$ cat config.mk
export PLATFORM = sky130hd
export DESIGN_NAME = strb_tap_ctrl
export DESIGN_NICKNAME = d
export VERILOG_FILES = /design/src/rtl/strb_tap_ctrl.sv
export SDC_FILE = /design/constraint.sdc
export NUM_CORES = 1
export LEC_CHECK = 0
export ABC_AREA = 1
export ABC_CLOCK_PERIOD_IN_PS = 800
export BUFFER_PORTS_ARGS = -buffer_cell sky130_fd_sc_hd__buf_2
export CORE_AREA = 2 2 39 41
export DETAILED_ROUTE_END_ITERATION = 6
export DIE_AREA = 0 0 41 43
export PLACE_DENSITY_LB_ADDON = 0.08
export SYNTH_ARGS = -nofsm -noshare
export SYNTH_HDL_FRONTEND = slang
export SYNTH_SLANG_ARGS = --single-unit
$ cat constraint.sdc
create_clock -name clk -period 0.8 [get_ports clk]
set_input_delay 0.16 -clock clk [delete_from_list [all_inputs] [get_ports clk]]
set_output_delay 0.16 -clock clk [all_outputs]
set_load 0.01 [all_outputs]
$ cat src/rtl/strb_tap_ctrl.sv
// rtl/strb_tap_ctrl.sv - tap controller for the 64-deep strobe delay line
// Optional calibration scan built only when STRB_TAP_SCAN_EN is defined.
module strb_tap_ctrl #(
    parameter int SETTLE = 64,
    parameter int CNT_W  = 8
) (
    input  logic             clk,
    input  logic             rst_n,
    input  logic             wr_valid,
    input  logic [5:0]       wr_tap,
    output logic             wr_ready,
    input  logic             scan_start,
    input  logic             strb_out,
    input  logic             ref_in,
    output logic [5:0]       tap,
    output logic             busy,
    output logic             scan_done,
    output logic [5:0]       best_tap,
    output logic [CNT_W-1:0] best_score
);

`ifdef STRB_TAP_SCAN_EN

    localparam int SET_W = $clog2(SETTLE + 1);
    localparam int TW    = (CNT_W > SET_W) ? CNT_W : SET_W;
    localparam logic [TW-1:0] SETTLE_LAST = TW'(SETTLE - 1);
    localparam logic [TW-1:0] WIN_LAST    = TW'((1 << CNT_W) - 2);

    typedef enum logic [2:0] {
        S_IDLE,
        S_SETTLE,
        S_MEASURE,
        S_COMPARE,
        S_DONE
    } state_t;

    state_t           state;
    state_t           state_next;
    logic [TW-1:0]    timer;
    logic [CNT_W-1:0] cnt;

    logic settle_end;
    logic win_end;
    logic last_tap;
    logic better;
    logic start_ok;

    assign settle_end = (timer == SETTLE_LAST);
    assign win_end    = (timer == WIN_LAST);
    assign last_tap   = (tap == 6'd63);
    assign better     = (cnt > best_score);
    // a simultaneous write wins over a scan request
    assign start_ok   = scan_start && !wr_valid;
    assign wr_ready   = (state == S_IDLE);

    always_ff @(posedge clk or negedge rst_n) begin
        if (!rst_n) begin
            state <= S_IDLE;
        end else begin
            state <= state_next;
        end
    end

    always_comb begin
        state_next = state;
        case (state)
            S_IDLE:    if (start_ok) state_next = S_SETTLE;
            S_SETTLE:  if (settle_end) state_next = S_MEASURE;
            S_MEASURE: if (win_end) state_next = S_COMPARE;
            S_COMPARE: state_next = last_tap ? S_DONE : S_SETTLE;
            S_DONE:    state_next = S_IDLE;
            default:   state_next = S_IDLE;
        endcase
    end

    always_ff @(posedge clk or negedge rst_n) begin
        if (!rst_n) begin
            tap        <= 6'd0;
            busy       <= 1'b0;
            scan_done  <= 1'b0;
            best_tap   <= 6'd0;
            best_score <= '0;
            timer      <= '0;
            cnt        <= '0;
        end else begin
            case (state)
                S_IDLE: begin
                    if (wr_valid) begin
                        tap <= wr_tap;
                    end else if (scan_start) begin
                        tap        <= 6'd0;
                        busy       <= 1'b1;
                        best_tap   <= 6'd0;
                        best_score <= '0;
                        timer      <= '0;
                    end
                end
                S_SETTLE: begin
                    if (settle_end) begin
                        timer <= '0;
                        cnt   <= '0;
                    end else begin
                        timer <= timer + 1'b1;
                    end
                end
                S_MEASURE: begin
                    // window length equals the counter maximum, so no saturation needed
                    cnt   <= cnt + CNT_W'(strb_out & ref_in);
                    timer <= win_end ? '0 : timer + 1'b1;
                end
                S_COMPARE: begin
                    if (better) begin
                        best_score <= cnt;
                        best_tap   <= tap;
                    end
                    if (last_tap) begin
                        // park on the winner so tap is valid in the scan_done cycle
                        tap       <= better ? tap : best_tap;
                        scan_done <= 1'b1;
                    end else begin
                        tap <= tap + 6'd1;
                    end
                end
                S_DONE: begin
                    scan_done <= 1'b0;
                    busy      <= 1'b0;
                end
                default: begin
                    busy      <= 1'b0;
                    scan_done <= 1'b0;
                end
            endcase
        end
    end

`else

    logic unused_scan_inputs;
    assign unused_scan_inputs = &{1'b0, scan_start, strb_out, ref_in};

    assign wr_ready   = rst_n;
    assign busy       = 1'b0;
    assign scan_done  = 1'b0;
    assign best_tap   = 6'd0;
    assign best_score = '0;

    always_ff @(posedge clk or negedge rst_n) begin
        if (!rst_n) begin
            tap <= 6'd0;
        end else if (wr_valid) begin
            tap <= wr_tap;
        end
    end

`endif

endmodule

# Word level (Yosys, flattened, before mapping)
# Index checks and enable logic that the tools add are counted.
[word_totals]
ff_bits = 6
output_inout_bits = 23

# Depth between registers and ports, before layout
# Gate-level depths: netlist (run 1).
[logic_depth]
ltp_word = 0
mapped_depth = 3
ltp_nobuf = 3

# Least setup slack after synthesis (run 1)
# Ideal clock, no wire load.
[synth_timing]
path_type = "register to register"
from = "register, netlist name tap[0]"
to = "register tap[0]"
t_arrival_ps = 499
required_time_ps = 683
path_slack_ps = 185
path_stages_with_launch = 3
n_path_buf = 0
synth_period_minus_slack_ps = 615
cell_sequence = "dfrtp_1 nand2_1 nand2_1"
[synth_lines]
columns = ["item", "line_no", "rtl"]
rows = [
  ["to (signal assigned)", "151", "tap <= wr_tap;"],
  ["to (decl)", "15", "output logic [5:0] tap,"],
]

# Worst setup path after layout (run 1)
[layout_timing]
from = "register tap[4]"
to = "output tap[4]"
# No word-level cell between the ends.

==> results of run 1 <==
## synthesized netlist by cell type
master and number:
buf_4 17, conb_1 1, dfrtp_1 6, inv_2 1
nand2_1 18
## final cells by class
cell class                 count  area share (%)
inverter                       1           0.822
multi-input combinational     34            28.5
sequential                     6            32.9
clock buffer                   3            4.93
timing repair buffer          22            28.5
tap                           16            4.38
## report_power, final
group	switching (uW)	leakage, uW	internal (uW)
Sequential	11.6	0.0000731	331
Combinational	99.7	0.000203	78.7
Clock	111	0.0000138	170
## worst min path at each step
| stage | cells after the start | start | slack, ns | to |
|---|---|---|---|---|
| 2_1_floorplan | 0 | rst_n | -0.14 | tap[0] |
| 3_3_place_gp | 2 | rst_n | 0.08 | tap[4] |
| 3_5_place_dp | 2 | rst_n | 0.08 | tap[4] |
| 4_1_cts | 3 | wr_tap[2] | 0.11 | tap[2] |
| 5_1_grt | 3 | wr_tap[0] | 0.1 | tap[0] |
| 6_report | 3 | wr_tap[2] | 0.11 | tap[2] |
## per-layer routing
layer  vias to the layer above  share of wire (%)  GRT usage (%)
li1                        141                  -              -
met1                       122                 32           7.87
met2                        13                 60           10.6
met3                         0                8.1           6.28
met4                         0                  0           6.00
met5                         -                  0              0
## cell families (layout without fill, tap and decap cells)
family | Yosys count | count (layout)
and+or+nand+nor | 18 | 18
buffers and inverters | 18 | 26
DFF | 6 | 6
other | 1 | 16
## what timing repair did
item                       CTS  global route
hold buffers                 1             0
setup buffers                3             2
hold endpoints to repair     6             0
setup endpoints to repair    6             6
resized for setup            0             1
## per-stage QoR
stage / hold WS, ns / area, um2 / setup slack [ns] / total power, uW
global route: 0.0987 / 457 / -0.156 / 875
global placement: 0.0814 / 384 / 0.143 / 491
floorplan: -0.136 / 409 / 0.185 / 485
finish: 0.109 / 457 / -0.114 / 802
detailed placement: 0.0782 / 384 / 0.140 / 492
CTS: 0.105 / 439 / -0.127 / 804
==> results.json, run 1 <==
{
  "final_common_cell": "nand2_1",
  "r2r_cells": 4,
  "h-tree-depth": 1,
  "cts.clk_slew.worst_paths_ns": 0.05,
  "status": "finished with violations",
  "cts_tree": "done",
  "period_share_pct": 114,
  "grt_usage_pct": 7.98,
  "finalCoreUtilization_pct": 33.0,
  "critical-path-top-delay-family": "flip-flops",
  "start_util_pct": 25.5,
  "ys_ff_latch": 6,
  "tns_ns": -0.656,
  "worst_ep_required_time_ns": 0.64,
  "cp_slowest_cell": "dfrtp_1",
  "place_hpwl_um": 482,
  "path_max_fanout": 2,
  "setup_violations": 7,
  "syn_inst": 43,
  "end_kind": "output port",
  "syn_avg_cell_area_um2": 8.21,
  "synth.cell_area_um2": 353,
  "period_needed_ns": 0.914,
  "vdd_ir_drop_max_uv": 979,
  "seq_area_um2": 150,
  "synthMuxAreaShare_pct": 0,
  "grt_max_degree": 8,
  "fin_ws_ns": -0.114,
  "synth_warnings": 0,
  "rsz0062_at_grt": "true",
  "synth_xor_xnor_area_share_pct": 0,
  "max_freq_mhz": 1090,
  "cts.sinks": 6,
  "clock_path_buffers": 2,
  "violations": "negative setup slack",
  "io_pins": 35,
  "multi_input_area_um2": 130,
  "hp-class": "in -> reg",
  "biggestRegsByFlops": "tap: 6 flops",
  "synth_top_area_share_pct": 42.6,
  "r2r-end": "tap[2]",
  "p_leak_uw": 0.000290,
  "n_fill_cell": 170,
  "place_inst": 73,
  "largest_reg_flops": 6,
  "slew_violations": 0,
  "synthAdderAreaFrac_pct": 0,
  "vias_per_cell": 3.37,
  "postRouteAntennaNets": 0,
  "synth_compound_area_share_pct": 0,
  "drv_cap": 0,
  "insertion_delay_ns": 0.24,
  "setup.worst_path.start": "tap[4]",
  "final-hold-violation-count": 0,
  "antenna_found_initial": 0,
  "rows": 14,
  "final_cell_mix": "nand2_1 (17), conb_1 (16), buf_2 (15)",
  "drt_iter0_drc": 1,
  "antenna_cells": 0,
  "crit_cells": 1,
  "r2r_start": "tap[2]",
  "synth_area_leaders": "dfrtp_1 (43%), buf_4 (36%), nand2_1 (19%), conb_1 (1.1%), inv_2 (1.1%)",
  "crit_type": "reg -> out",
  "yosysSeqAreaShare_pct": 42.6,
  "fp.dieW_um": 41,
  "drt_pass1_iterations": 2,
  "finalWeightedCongestion": 0.629,
  "cp_data_arrival_time_ns": 0.75,
  "grt_pass1_wl_um": 821,
  "fin_cells": 82,
  "crit_path_end": "tap[4]",
  "yosysTopAreaCell": "dfrtp_1",
  "synth_simple_gate_area_share_pct": 19.1,
  "r2r_slack_ns": -0.01,
  "drive_above_1_share_pct": 39.4,
  "synth_top_family_by_area": "buffers and inverters",
  "drcViolationCount": 0,
  "cts_inserted_buffers": 3,
  "core_um2": 1380,
  "synth.distinct_cells": 5,
  "final.setup_skew_ns": 0,
  "power.density_nw_per_um2": 1760,
  "routed_wl_um": 618,
  "top_register": "tap",
  "die_area_um2": 1760,
  "vias": 276,
  "start_kind": "register",
  "grt_pass1_vias": 216,
  "slowest_delay_ns": 0.37,
  "fin_nets": 80,
  "grt.overflow.total": 0,
  "fp.dieH_um": 43,
  "port_buffers": 15,
  "cp.buffers_inverters": 1,
  "wl_per_cell_um": 7.54,
  "area_growth_pct": 29.4,
  "crit_chain": "buf_2",
  "root_buffer": "clkbuf_4"
}
(Power assumes the default switching activity.)
==> run 2, diff against run 1 <==
--- a/config.mk
+++ b/config.mk
@@ -9,7 +9,8 @@
 export ABC_CLOCK_PERIOD_IN_PS = 800
 export BUFFER_PORTS_ARGS = -buffer_cell sky130_fd_sc_hd__buf_2
-export CORE_AREA = 2 2 39 41
+export CELL_PAD_IN_SITES_DETAIL_PLACEMENT = 1
+export CELL_PAD_IN_SITES_GLOBAL_PLACEMENT = 2
+export CORE_UTILIZATION = 15
 export DETAILED_ROUTE_END_ITERATION = 6
-export DIE_AREA = 0 0 41 43
 export PLACE_DENSITY_LB_ADDON = 0.08
 export SYNTH_ARGS = -nofsm -noshare
==> constraint.sdc (replaced) <==
create_clock -name clk -period 0.8 [get_ports clk]
set_input_delay 0 -clock clk [delete_from_list [all_inputs] [get_ports clk]]
set_output_delay 0 -clock clk [all_outputs]
set_load 0.01 [all_outputs]
==> run 2 against run 1 <==
Against the previous run: the run now ends clean; non-clock buffer count unchanged; clock-buffer cell count unchanged; register-to-register slack improved by 0.22 ns; first-iteration DRC count did not move; total power is 1.7% lower; critical endpoint is now tap[0]; largest cell class unchanged.
==> results.json, run 2 (synthesis gave the netlist of run 1 again) <==
{
  "p_seq_share_pct": 43.6,
  "vdd_ir_drop_max_uv": 303,
  "grt_usage_pct": 6.25,
  "wl_per_cell_um": 7.53,
  "max_freq_mhz": 1320,
  "place_hpwl_um": 521,
  "root_buffer": "clkbuf_4",
  "h-tree-depth": 1,
  "drcViolationCount": 0,
  "cts.clk_slew.worst_paths_ns": 0.05,
  "grt_pass1_wl_mm": 1.04,
  "vias": 297,
  "top_register": "tap",
  "critical-path-top-delay-family": "flip-flops",
  "drt_pass1_iterations": 2,
  "final.setup_skew_ns": 0,
  "cts_inserted_buffers": 3,
  "p_switching_uw": 219,
  "grt_pass1_vias": 246,
  "start_util_pct": 16.0,
  "crit_type": "reg -> out",
  "io_pins": 35,
  "fin_nets": 80,
  "routed_wl_um": 708,
  "tns_ns": 0,
  "final_cell_mix": "nand2_1 (18), conb_1 (16), buf_2 (15)",
  "setup_violations": 0,
  "drt_iter0_drc": 1,
  "period_share_pct": 94.4,
  "cp_data_arrival_time_ns": 0.76,
  "slowest_delay_ns": 0.38,
  "finalWeightedCongestion": 0.535,
  "power_frac_comb_pct": 21.0,
  "vias_per_cell": 3.16,
  "place_inst": 84,
  "slew_violations": 0,
  "end_kind": "output port",
  "largest_reg_flops": 6,
  "fin_cells": 94,
  "power.share.clock_pct": 35.4,
  "fp.dieW_um": 50.5,
  "path_max_fanout": 2,
  "crit_chain": "buf_2",
  "port_buffers": 15,
  "status": "finished clean",
  "drv_cap": 0,
  "rsz0062_at_grt": "false",
  "switching_share_pct": 27.8,
  "die_area_um2": 2550,
  "period_needed_ns": 0.755,
  "fp.dieH_um": 50.5,
  "final-hold-violation-count": 0,
  "worst_ep_required_time_ns": 0.80,
  "cts.sinks": 6,
  "hp-class": "in -> reg",
  "cp_slowest_cell": "dfrtp_1",
  "antenna_cells": 0,
  "core_um2": 2210,
  "rows": 17,
  "start_kind": "register",
  "final_common_cell": "nand2_1",
  "n_fill_cell": 288,
  "cts_tree": "done",
  "grt_max_degree": 8,
  "biggestRegsByFlops": "tap: 6 flops",
  "area_growth_pct": 37.2,
  "antenna_found_initial": 0,
  "clock_path_buffers": 2,
  "insertion_delay_ns": 0.24,
  "postRouteAntennaNets": 0,
  "power.density_nw_per_um2": 1630,
  "p_leak_uw": 0.000285,
  "intPower_uw": 569,
  "cts_setup_buffers": 0,
  "cp.buffers_inverters": 1,
  "drive_above_1_share_pct": 28.8,
  "grt.overflow.total": 0
}
run 2: cell count changes in the layout (fill, tap and decap cells not counted), sizes merged:
cell         before  now
dlygate4sd3       1    7
buf              21   15
run 2: worst min-delay path, cell delays in order:
cell     delay, ns
buf_2         0.15
nand2_1       0.07
nand2_1       0.04
run 2: metal layers:
layer | vias to the layer above | wire length [um] | share of wire (%) | track usage [%]
li1 | 144 | - | - | -
met1 | 134 | 285 | 40 | 5.86
met2 | 17 | 366 | 52 | 9.56
met3 | 2 | 48 | 6.8 | 1.82
met4 | 0 | 8 | 1.1 | 8.33
met5 | - | 0 | 0 | 0
run 2: what timing repair did:
| action | CTS | global route |
|---|---|---|
| hold buffers | 7 | 0 |
| gates resized for setup | 0 | 0 |
| setup endpoints to repair | 0 | 0 |
| hold endpoints to repair | 12 | 0 |
run 2: area by class of cell:
class	instances	area, um2	area share, %
multi-input combinational	34	128	26.4
tap	28	35.0	7.24
sequential	6	150	31.0
timing repair buffer	22	145	30.0
inverter	1	3.75	0.775
clock buffer	3	22.5	4.65
run 2: final timing paths:
kind | start | endpoint | slack (ns) | depth (start not counted)
worst max-delay path | tap[0] | tap[0] | 0.04 | 1
worst min-delay path | wr_valid | tap[2] | 0.06 | 3
worst max register to register | tap[0] | tap[0] | 0.21 | 2
worst min register to register | tap[2] | tap[2] | 0.46 | 2
max in group asynchronous | rst_n | tap[0] | 0.40 | 2
min in group asynchronous | rst_n | tap[5] | 0.17 | 2
run 2: power groups by stage:
stage | Sequential, uW | Combinational (uW) | Clock (uW)
5_1_grt | 348 | 188 | 311
3_3_place_gp | 349 | 143 | 0
6_report | 344 | 166 | 279
3_5_place_dp | 349 | 142 | 0
4_1_cts | 344 | 169 | 296
2_1_floorplan | 363 | 123 | 0
run 2: metrics by stage:
step | setup slack [ns] | hold WS (ns) | power (uW) | cell area (um2) | util [%]
2_1_floorplan | 0.185 | -0.296 | 485 | 409 | -
3_3_place_gp | 0.204 | -0.159 | 492 | 392 | 17.7
3_5_place_dp | 0.196 | -0.155 | 491 | 392 | 17.7
4_1_cts | 0.0229 | 0.0601 | 809 | 484 | 21.9
5_1_grt | 0.00605 | 0.0641 | 846 | 484 | 21.9
6_report | 0.0449 | 0.0578 | 788 | 484 | 21.9
==> run 3, diff against run 2 <==
--- a/config.mk
+++ b/config.mk
@@ -17,2 +17,3 @@
 export SYNTH_HDL_FRONTEND = slang
 export SYNTH_SLANG_ARGS = --single-unit
+export TNS_END_PERCENT = 1
==> constraint.sdc (replaced) <==
create_clock -name clk -period 0.8 [get_ports clk]
set_input_delay 0.04 -clock clk [delete_from_list [all_inputs] [get_ports clk]]
set_output_delay 0.04 -clock clk [all_outputs]
set_load 0.01 [all_outputs]
==> run 3 against run 2 <==
Against the previous run: non-clock buffer count shrank 1; the flow now finishes with violations (negative setup slack); critical endpoint unchanged; flip-flop and latch count is the same; utilization shrank 0.57 points; final cell count shrank 1.1%.
==> results.json, run 3 (synthesis gave the netlist of run 1 again) <==
{
  "final-hold-violation-count": 0,
  "dp_slack_ns": 0.200,
  "biggestRegsByFlops": "tap: 6 flops",
  "grt_pass1_wl_mm": 1.20,
  "r2r_slack_ns": 0.09,
  "fp.dieW_um": 50.5,
  "final.setup_skew_ns": 0,
  "power.density_nw_per_um2": 1690,
  "final_common_cell": "nand2_1",
  "rsz0062_at_grt": "true",
  "path_max_fanout": 2,
  "fin_ws_ns": -0.00213,
  "end_kind": "output port",
  "routed_wl_um": 748,
  "drcViolationCount": 0,
  "cp_data_arrival_time_ns": 0.76,
  "finalWeightedCongestion": 0.535,
  "grt_usage_pct": 7.13,
  "top_register": "tap",
  "max_freq_mhz": 1250,
  "fp.dieH_um": 50.5,
  "vdd_ir_drop_max_uv": 317,
  "cp.buffers_inverters": 1,
  "die_area_um2": 2550,
  "cts.sinks": 6,
  "port_buffers": 15,
  "critical-path-top-delay-family": "flip-flops",
  "setup_violations": 1,
  "cts.clk_slew.worst_paths_ns": 0.05,
  "vias": 295,
  "cts_inserted_buffers": 3,
  "postRouteAntennaNets": 0,
  "start_util_pct": 16.0,
  "crit_chain": "buf_2",
  "seq_area_um2": 150,
  "antenna_found_initial": 0,
  "status": "finished with violations",
  "fin_nets": 79,
  "io_pins": 35,
  "violations": "negative setup slack",
  "fin_area_um2": 472,
  "cts_repair_resize_count": 0,
  "area_growth_pct": 33.7,
  "start_kind": "register",
  "crit_type": "reg -> out",
  "rows": 17,
  "slowest_delay_ns": 0.37,
  "period_needed_ns": 0.802,
  "period_share_pct": 100,
  "wl_per_cell_um": 8.04,
  "n_fill_cell": 281,
  "grt.overflow.total": 0,
  "h-tree-depth": 1,
  "place_area_um2": 392,
  "vias_per_cell": 3.17,
  "grt_pass1_vias": 273,
  "slew_violations": 0,
  "cp_slowest_cell": "dfrtp_1",
  "antenna_cells": 0,
  "drt_iter0_drc": 4,
  "worst_ep_required_time_ns": 0.76,
  "core_um2": 2210,
  "insertion_delay_ns": 0.25,
  "multi_input_area_um2": 128,
  "drt_pass1_iterations": 4,
  "grt_max_degree": 8,
  "hp-class": "in -> reg",
  "final_cell_mix": "nand2_1 (18), conb_1 (16), buf_2 (15)",
  "p_leak_uw": 0.000282,
  "clock_path_buffers": 2,
  "root_buffer": "clkbuf_4",
  "drive_above_1_share_pct": 30.8,
  "drv_cap": 0,
  "cts_tree": "done",
  "largest_reg_flops": 6
}
==> run 3: final cells by class <==
type / instances / share of cell area (%)
flip-flops and latches: 6 / 31.8
repair buffers: 21 / 28.1
multi-input cells: 34 / 27.1
well taps: 28 / 7.43
clock buffers: 3 / 4.77
inverters: 1 / 0.796
==> run 3: per-layer routing <==
| layer | vias to the layer above | share of wire, % | track usage [%] |
|---|---|---|---|
| met5 | - | 0 | 0 |
| met4 | 0 | 4.0 | 9.72 |
| met3 | 4 | 8.6 | 1.82 |
| met2 | 19 | 47 | 10.7 |
| met1 | 132 | 40 | 6.96 |
| li1 | 140 | - | - |
==> run 3: path summary, 6_finish.rpt <==
path	startpoint	depth (start not counted)	end
setup / recovery	tap[0]	1	tap[0]
setup reg to reg	tap[0]	3	tap[0]
hold reg to reg	tap[2]	2	tap[2]
hold / removal	wr_tap[0]	3	tap[0]
max in group asynchronous	rst_n	2	tap[1]
min in group asynchronous	rst_n	2	tap[2]
==> run 3: power by group <==
part / internal [uW] / switching, uW / total, uW
registers: 331 / 12.8 / 344
clock network: 170 / 119 / 289
logic: 67.0 / 98.0 / 165
total: 569 / 229 / 798
==> run 3: per-stage QoR <==
stage               hold WS [ns]   TNS, ns  utilization [%]  total power, uW  cells
CTS                     0.000447   -0.0202             21.3              810     93
finish                   0.00288  -0.00213             21.3              798     93
global placement          -0.119         0             17.7              492     84
floorplan                 -0.256         0                -              485     58
global route              0.0106    -0.170             21.3              849     93
detailed placement        -0.118         0             17.7              491     84
==> run 3: what timing repair did <==
action	in CTS	in global routing
setup buffers	1	0
endpoints found under the setup margin	4	6
cloned	0	0
hold buffers	5	0
hold endpoints to repair	10	0
pin swaps	0	0
